File: config.mk
export PLATFORM = sky130hd
export DESIGN_NAME = piso_serializer
export DESIGN_NICKNAME = d
export VERILOG_FILES = /design/src/rtl/piso_serializer.sv
export SDC_FILE = /design/constraint.sdc
export NUM_CORES = 1
export LEC_CHECK = 0
export ABC_AREA = 1
export CAP_MARGIN = 20
export CORE_MARGIN = 1
export CORE_UTILIZATION = 50
export DETAILED_ROUTE_END_ITERATION = 8
export DONT_BUFFER_PORTS = 1
export MAX_ROUTING_LAYER = met4
export PLACE_DENSITY = 0.61
export REMOVE_ABC_BUFFERS = 1
export SLEW_MARGIN = 20
export SYNTH_ARGS = -nofsm -noshare
export SYNTH_HDL_FRONTEND = slang
export SYNTH_SLANG_ARGS = --single-unit
export TNS_END_PERCENT = 50
File: constraint.sdc
create_clock -name clk -period 1.4 [get_ports clk]
set_clock_uncertainty 0.05 [all_clocks]
set_input_delay 0.35 -clock clk [delete_from_list [all_inputs] [get_ports clk]]
set_output_delay 0.35 -clock clk [all_outputs]
set_load 0.01 [all_outputs]
File: src/rtl/piso_serializer.sv
// piso_serializer: parallel-in / serial-out shifter with a one-word holding
// buffer so that consecutive frames leave the serial line with no idle bits.
//
// Parameters
//   WIDTH      parallel word width (2..32)
//   MSB_FIRST  1: bit WIDTH-1 goes out first, 0: bit 0 goes out first
//
// Ports
//   clk         rising-edge clock
//   rst         asynchronous active-high reset
//   load_valid  a word is offered on din
//   din         parallel word
//   load_ready  a word can be taken this cycle
//   shift_en    bit-rate strobe: the bit on sout is consumed on this edge
//   sout        serial data bit (0 when idle)
//   sout_valid  sout carries a frame bit
//   busy        a frame is in progress
//   done        one-cycle pulse after the last bit of every frame
//   dbg_state   FSM state (0 = IDLE, 1 = SHIFT) for observation
//
// Handshake: a word transfers on a rising edge where load_valid and
// load_ready are both 1. load_ready depends only on the holding-buffer flag
// (and rst), never on load_valid, so the producer may wait on it freely.
// Once load_valid is raised the producer holds din stable until the transfer.
module piso_serializer #(
  parameter int WIDTH     = 4,
  parameter bit MSB_FIRST = 1'b1
) (
  input  logic             clk,
  input  logic             rst,
  input  logic             load_valid,
  input  logic [WIDTH-1:0] din,
  output logic             load_ready,
  input  logic             shift_en,
  output logic             sout,
  output logic             sout_valid,
  output logic             busy,
  output logic             done,
  output logic             dbg_state
);

  localparam int CW = $clog2(WIDTH);
  localparam logic [CW-1:0] LAST = CW'(WIDTH - 1);

  typedef enum logic {
    IDLE  = 1'b0,
    SHIFT = 1'b1
  } state_t;

  state_t           state_q, state_n;
  logic [WIDTH-1:0] shreg_q, shreg_n;
  logic [WIDTH-1:0] hold_q, hold_n;
  logic             hold_full_q, hold_full_n;
  logic [CW-1:0]    cnt_q, cnt_n;
  logic             busy_q, done_q, done_n;
  logic             load_acc;
  logic             last_bit;
  logic [WIDTH-1:0] shifted;

  assign load_ready = ~hold_full_q & ~rst;
  assign load_acc   = load_valid & load_ready;
  assign last_bit   = shift_en & (cnt_q == LAST);

  // Shift toward the output end with zero fill.
  assign shifted = MSB_FIRST ? {shreg_q[WIDTH-2:0], 1'b0}
                             : {1'b0, shreg_q[WIDTH-1:1]};

  // The shift register is cleared on the way back to IDLE, so its output-end
  // bit is already 0 whenever no frame is active.
  assign sout       = MSB_FIRST ? shreg_q[WIDTH-1] : shreg_q[0];
  assign sout_valid = busy_q;
  assign busy       = busy_q;
  assign done       = done_q;
  assign dbg_state  = (state_q == SHIFT);

  always_ff @(posedge clk or posedge rst) begin
    if (rst) begin
      state_q     <= IDLE;
      shreg_q     <= '0;
      hold_q      <= '0;
      hold_full_q <= 1'b0;
      cnt_q       <= '0;
      busy_q      <= 1'b0;
      done_q      <= 1'b0;
    end else begin
      state_q     <= state_n;
      shreg_q     <= shreg_n;
      hold_q      <= hold_n;
      hold_full_q <= hold_full_n;
      cnt_q       <= cnt_n;
      busy_q      <= (state_n == SHIFT);
      done_q      <= done_n;
    end
  end

  always_comb begin
    state_n     = state_q;
    shreg_n     = shreg_q;
    hold_n      = hold_q;
    hold_full_n = hold_full_q;
    cnt_n       = cnt_q;
    done_n      = 1'b0;

    case (state_q)
      IDLE: begin
        // shift_en is meaningless without a frame and is ignored here.
        if (load_acc) begin
          shreg_n = din;
          cnt_n   = '0;
          state_n = SHIFT;
        end
      end

      SHIFT: begin
        if (last_bit) begin
          done_n = 1'b1;
          cnt_n  = '0;
          if (hold_full_q) begin
            // Queued word follows immediately; load_ready was 0 so no
            // new word can arrive on this edge.
            shreg_n     = hold_q;
            hold_full_n = 1'b0;
          end else if (load_acc) begin
            // Word arriving on the last edge bypasses the holding buffer.
            shreg_n = din;
          end else begin
            shreg_n = '0;
            state_n = IDLE;
          end
        end else begin
          if (shift_en) begin
            shreg_n = shifted;
            cnt_n   = cnt_q + CW'(1);
          end
          if (load_acc) begin
            hold_n      = din;
            hold_full_n = 1'b1;
          end
        end
      end

      default: state_n = IDLE;
    endcase
  end

endmodule

# --- Word-level counts from Yosys, hierarchy flattened ---
# Cells that the tools add are included.
word_totals:
  reg_bits: 13
  latchBits: 0
  mem_bits_rw: 0
  mem_bits_ro: 0
  inputBits: 8
  out_inout_bits: 6
  word_cells: 39
  mem_count: 0
op_classes:
  addsub: 1
  multipliers: 0
  div: 0
  order_cmp: 0
  eq_ne: 3
  shifts: 0
  mux: 18
  bitwise: 7
  reduce_logical: 4
op_table:
  columns: ["operator", "count"]
  rows:
  - ["$mux W4", 5]
  - ["$pmux W4 S2", 1]
  - ["$mux W1", 7]
  - ["$mux W2", 3]
  - ["$not A1 Y1", 4]
  - ["$pmux W2 S2", 1]
  - ["$reduce_and A2 Y1", 2]
  - ["$and A1 B1 Y1", 3]
  - ["$ne A3 B2 Y1 const B", 1]
  - ["$reduce_and A3 Y1", 1]
  - ["$add A2 B1 Y2 const B", 1]
  - ["$eq A2 B2 Y1 const B", 1]
  - ["$ne A2 B2 Y1 const B", 1]
  - ["$pmux W1 S2", 1]
  - ["$reduce_bool A2 Y1", 1]

# --- Longest topological paths before layout ---
logic_depth:
  depth_word: 7
  ltp_mapped: 8
  mapped_depth_nobuf: 8

# --- Worst setup path after synthesis ---
# No wires, ideal clock.
synth_path:
  kind: "reg2reg"
  from: "register, netlist name busy"
  to: "register shreg_q[3]"
  t_arrival_ns: 1.049
  required_time_ns: 1.230
  path_slack_ns: 0.181
  stages_incl_launch_ff: 6
  period_less_slack_ns: 1.219
  cell_sequence: "dfrtp_1 buf_2 nand2_2 o21bai_2 nand2_1 a21oi_2"
synth_lines:
  columns: ["element", "line_no", "text"]
  rows:
  - ["end signal: assignment", "87", "shreg_q <= shreg_n;"]
  - ["end: declaration", "51", "logic [WIDTH-1:0] shreg_q, shreg_n;"]

# --- Worst setup path after layout ---
layout_path:
  from: "register hold_full_q"
  to: "output load_ready"
layout_between:
  elab_chain_len: 2
layout_lines:
  columns: ["element", "line_no", "text"]
  rows:
  - ["start: declaration", "53", "logic hold_full_q, hold_full_n;"]
  - ["start signal: assignment", "89", "hold_full_q <= hold_full_n;"]
  - ["$not A1 Y1", "60", "assign load_ready = ~hold_full_q & ~rst;"]
  - ["$and A1 B1 Y1", "60", null]
  - ["end: declaration", "33", "output logic load_ready,"]
# Every way passes these cells.

==> results.md <==
* Result of the run: finished, final reports clean
* WL final at 1320 um
* Routability congestion estimate from global placement at 0.779
* Top library cells by usage in the layout, fill and taps aside: sky130_fd_sc_hd__nand2_1 (23), sky130_fd_sc_hd__dfrtp_1 (13), sky130_fd_sc_hd__inv_1 (9)
* Yosys reg bits at 13
* CTS H-tree lvls at 1
* Number of flops mapped to enable cells by yosys at 0
* Data arrival time of the critical path at 0.94 ns
* GR Overflow Total at 0
* Async S/R FF share, synth at 100%
* Static Leak at 0.412 nW
* Post-synthesis area per instance at 8.34 um^2
* Portion of total power attributed to sequential cells at 41.2%
* Number of cells traversed by the worst register-to-register path at 8
* Slowest stage cell, crit path: sky130_fd_sc_hd__dfrtp_1
* Largest net degree at the start of global routing at 14
* Top-level I/O count at 14
* Summed negative setup slack over all endpoints at 0 ns
* Seq/Total Area, Yosys at 43.8%
* Share of the clock period used by the worst path at 96.0%
* TritonCTS clock tree: done
* Kind of critical path: reg -> out
* DP HPWL at 1020 um
* Residual antenna-violating net count after detailed routing at 0
* Die Span Y at 40.5 um
* Clock root buffer master: sky130_fd_sc_hd__clkbuf_4
* Via count of the first global-routing pass at 491
* Family with the most delay on the worst path: flip-flops
* Total of warnings raised by yosys at 0
* Net count reported at finish at 104
* DRC errors left at 0
* Share of final-layout standard cells stronger than drive strength 1 at 22.3%
* Number of instances on the worst hold path at 2
* Number of maximum-capacitance constraint violations at 0
* Required arrival time at the worst endpoint at 1.00 ns
* Iteration-0 DRC Markers at 15
* Min Hold Slack at 0.145 ns
* Buffer count from post-CTS setup fixing at 0
* Worst reg2reg setup slack at 0.14 ns
* Final hold violation count at 0
* Worst Setup Slack, final at 0.0563 ns
* Launch point of the worst reg-to-reg path: cnt_q[0]$_DFFE_PP0P_
* Most common cell after layout, fill and taps aside: sky130_fd_sc_hd__nand2_1
* Area of all sequential standard cells at 325 um^2
* Clock-pin slew on the worst setup and hold paths at 0.08 ns
* Wire length of the first global-routing pass at 2090 um
* Switching power total at 0.000702 W
* Areal power density over the cells at 2090 mW/mm^2
* Setup slack after placement at 0.150 ns
* Overall track demand over capacity in global routing at 20.0%
* Highest ir drop seen on vdd at 1.08 mV
* Routed vias/inst at 5.09
* PnR Total Power at 0.00167 W
* Starting density of the core at 55.6%
* Later-pin clock latency in the skew report at 0.27 ns
* Shortest period the worst path allows at 1.34 ns
* Cell internal power dissipation at 0.000965 W
* Peak fanout along the critical path at 6
* Sort of element at the end of the critical path: output port
* Layout overhead on the synthesized area at 7.76%
* Class of the worst hold path: in -> reg
* R2R Path End: shreg_q[1]$_DFFE_PP0P_
* DR WL/cell at 12.1 um
* Longest Clk Path Bufs at 2
* RSZ-0062 raised after global routing: false
* Hold_sp: din[1]
* Layout filler cell count at 130
* Via count at 555
* Final standard cell utilization of the core at 59.9%
* Critical path buffer and inverter count at 0
* Clk network pwr share at 13.9%
* Pin slew with the least headroom to its limit at 0.503 ns
* Hold endpoint: hold_q[1]$_DFFE_PP0P_
* Dominant synthesized flop cell: sky130_fd_sc_hd__dfrtp_1
* Total number of clock tree sinks at 13
* Number of setup violations in the final report at 0
* DIE AREA at 0.00164 mm^2
* Summed instance area of the synthesized netlist at 742 um^2
* Critical path, cell by cell: nor2_8
* Number of I/O port buffers at 0
* Multi-input logic area at 348 um^2
* Switching Fraction at 42.1%
* Timing-limited maximum frequency at 0.744 GHz
* Largest stage delay on the critical path at 0.44 ns
* Die Width at 40.5 um
* Synth cell types at 20
* Antenna cells at 0
* Combinational share of power at 44.9%
* Number of cell rows at 13
* Number of stages on the worst setup path at 1
* Mapped Cells at 89
* Number of optimization iterations in the first detailed-route pass at 4
* Max-slew headroom at 66.4%
* CORE AREA at 0.00133 mm^2
* Type of element launching the critical path: flop
* Number of buffers added by the clock tree synthesis step at 3
* Initial antenna violation count at 0
* Final Max Slew Viols at 0
[repair_timing]
action,in CTS,in global routing
endpoints found under the hold margin,13,0
resized for setup,0,0
setup endpoints to repair,0,0
hold buffers,1,0
[synth_stat cells, types with 2 or more instances]
cell,instances,share of area (%)
sky130_fd_sc_hd__inv_2,4,2.0
sky130_fd_sc_hd__nand3_1,6,4.0
sky130_fd_sc_hd__a21oi_1,3,2.0
sky130_fd_sc_hd__o21ai_1,4,2.7
sky130_fd_sc_hd__o21ai_0,3,2.0
sky130_fd_sc_hd__nor2_1,8,4.0
sky130_fd_sc_hd__nand2_4,2,3.0
sky130_fd_sc_hd__nand2_1,23,12
sky130_fd_sc_hd__buf_4,2,2.0
sky130_fd_sc_hd__inv_1,9,4.6
sky130_fd_sc_hd__dfrtp_1,13,44
sky130_fd_sc_hd__nand2_2,2,1.7
sky130_fd_sc_hd__a21oi_2,3,3.5
[sequential cells by signal, summed over array words and instances, names as in the netlist]
signal and count:
busy 1, cnt_q 2, done 1, hold_full_q 1
hold_q 4, shreg_q 4
[area by class of cell]
class / count / area share, %
Multi-Input combinational cell: 60 / 43.5
Sequential cell: 13 / 40.7
Inverter: 13 / 6.10
Timing Repair Buffer: 4 / 4.07
Clock buffer: 4 / 3.29
Tap cell: 15 / 2.35
[how the worst max path moves through the flow]
stage                                  startpoint  slack, ns                endpoint
final                     hold_full_q$_DFFE_PP0P_       0.06              load_ready
after global routing      hold_full_q$_DFFE_PP0P_       0.02              load_ready
after CTS                 hold_full_q$_DFFE_PP0P_       0.05              load_ready
after detailed placement     cnt_q[0]$_DFFE_PP0P_       0.15   hold_q[0]$_DFFE_PP0P_
after global placement       cnt_q[1]$_DFFE_PP0P_       0.17  shreg_q[3]$_DFFE_PP0P_
after floorplan                    busy$_DFF_PP0_       0.06  shreg_q[3]$_DFFE_PP0P_
[routing by layer]
metal  share of wire [%]  GRT usage (%)
met1                  51           27.0
met2                  43           29.0
met3                 3.9           4.44
met4                 1.4           7.50
met5                   0              -
[cells by family (layout without fill, tap and decap cells)]
group                    Yosys count  after routing  synth area share (%)
AND/OR/NAND/NOR                   44             44                  32.4
flip-flops                        13             13                  43.8
buffers and inverters             16             21                  9.27
adder cells (fa/ha/maj)            1              1                  1.69
AO/OA/AOI/OAI                     15             15                  12.8
[power by group through the flow]
stage,logic (W),clock network [W],registers [W]
3_3_place_gp,0.000750,0,0.000687
6_report,0.000749,0.000232,0.000686
4_1_cts,0.000757,0.000237,0.000690
3_5_place_dp,0.000750,0,0.000695
5_1_grt,0.000852,0.000252,0.000706
2_1_floorplan,0.000531,0,0.000719
[stage by stage]
stage | std cells | area (um^2)
floorplan | 86 | 722
global placement | 104 | 763
detailed placement | 104 | 763
CTS | 109 | 800
global route | 109 | 800
finish | 109 | 800
Note: power is estimated with default switching activity, not from simulation.
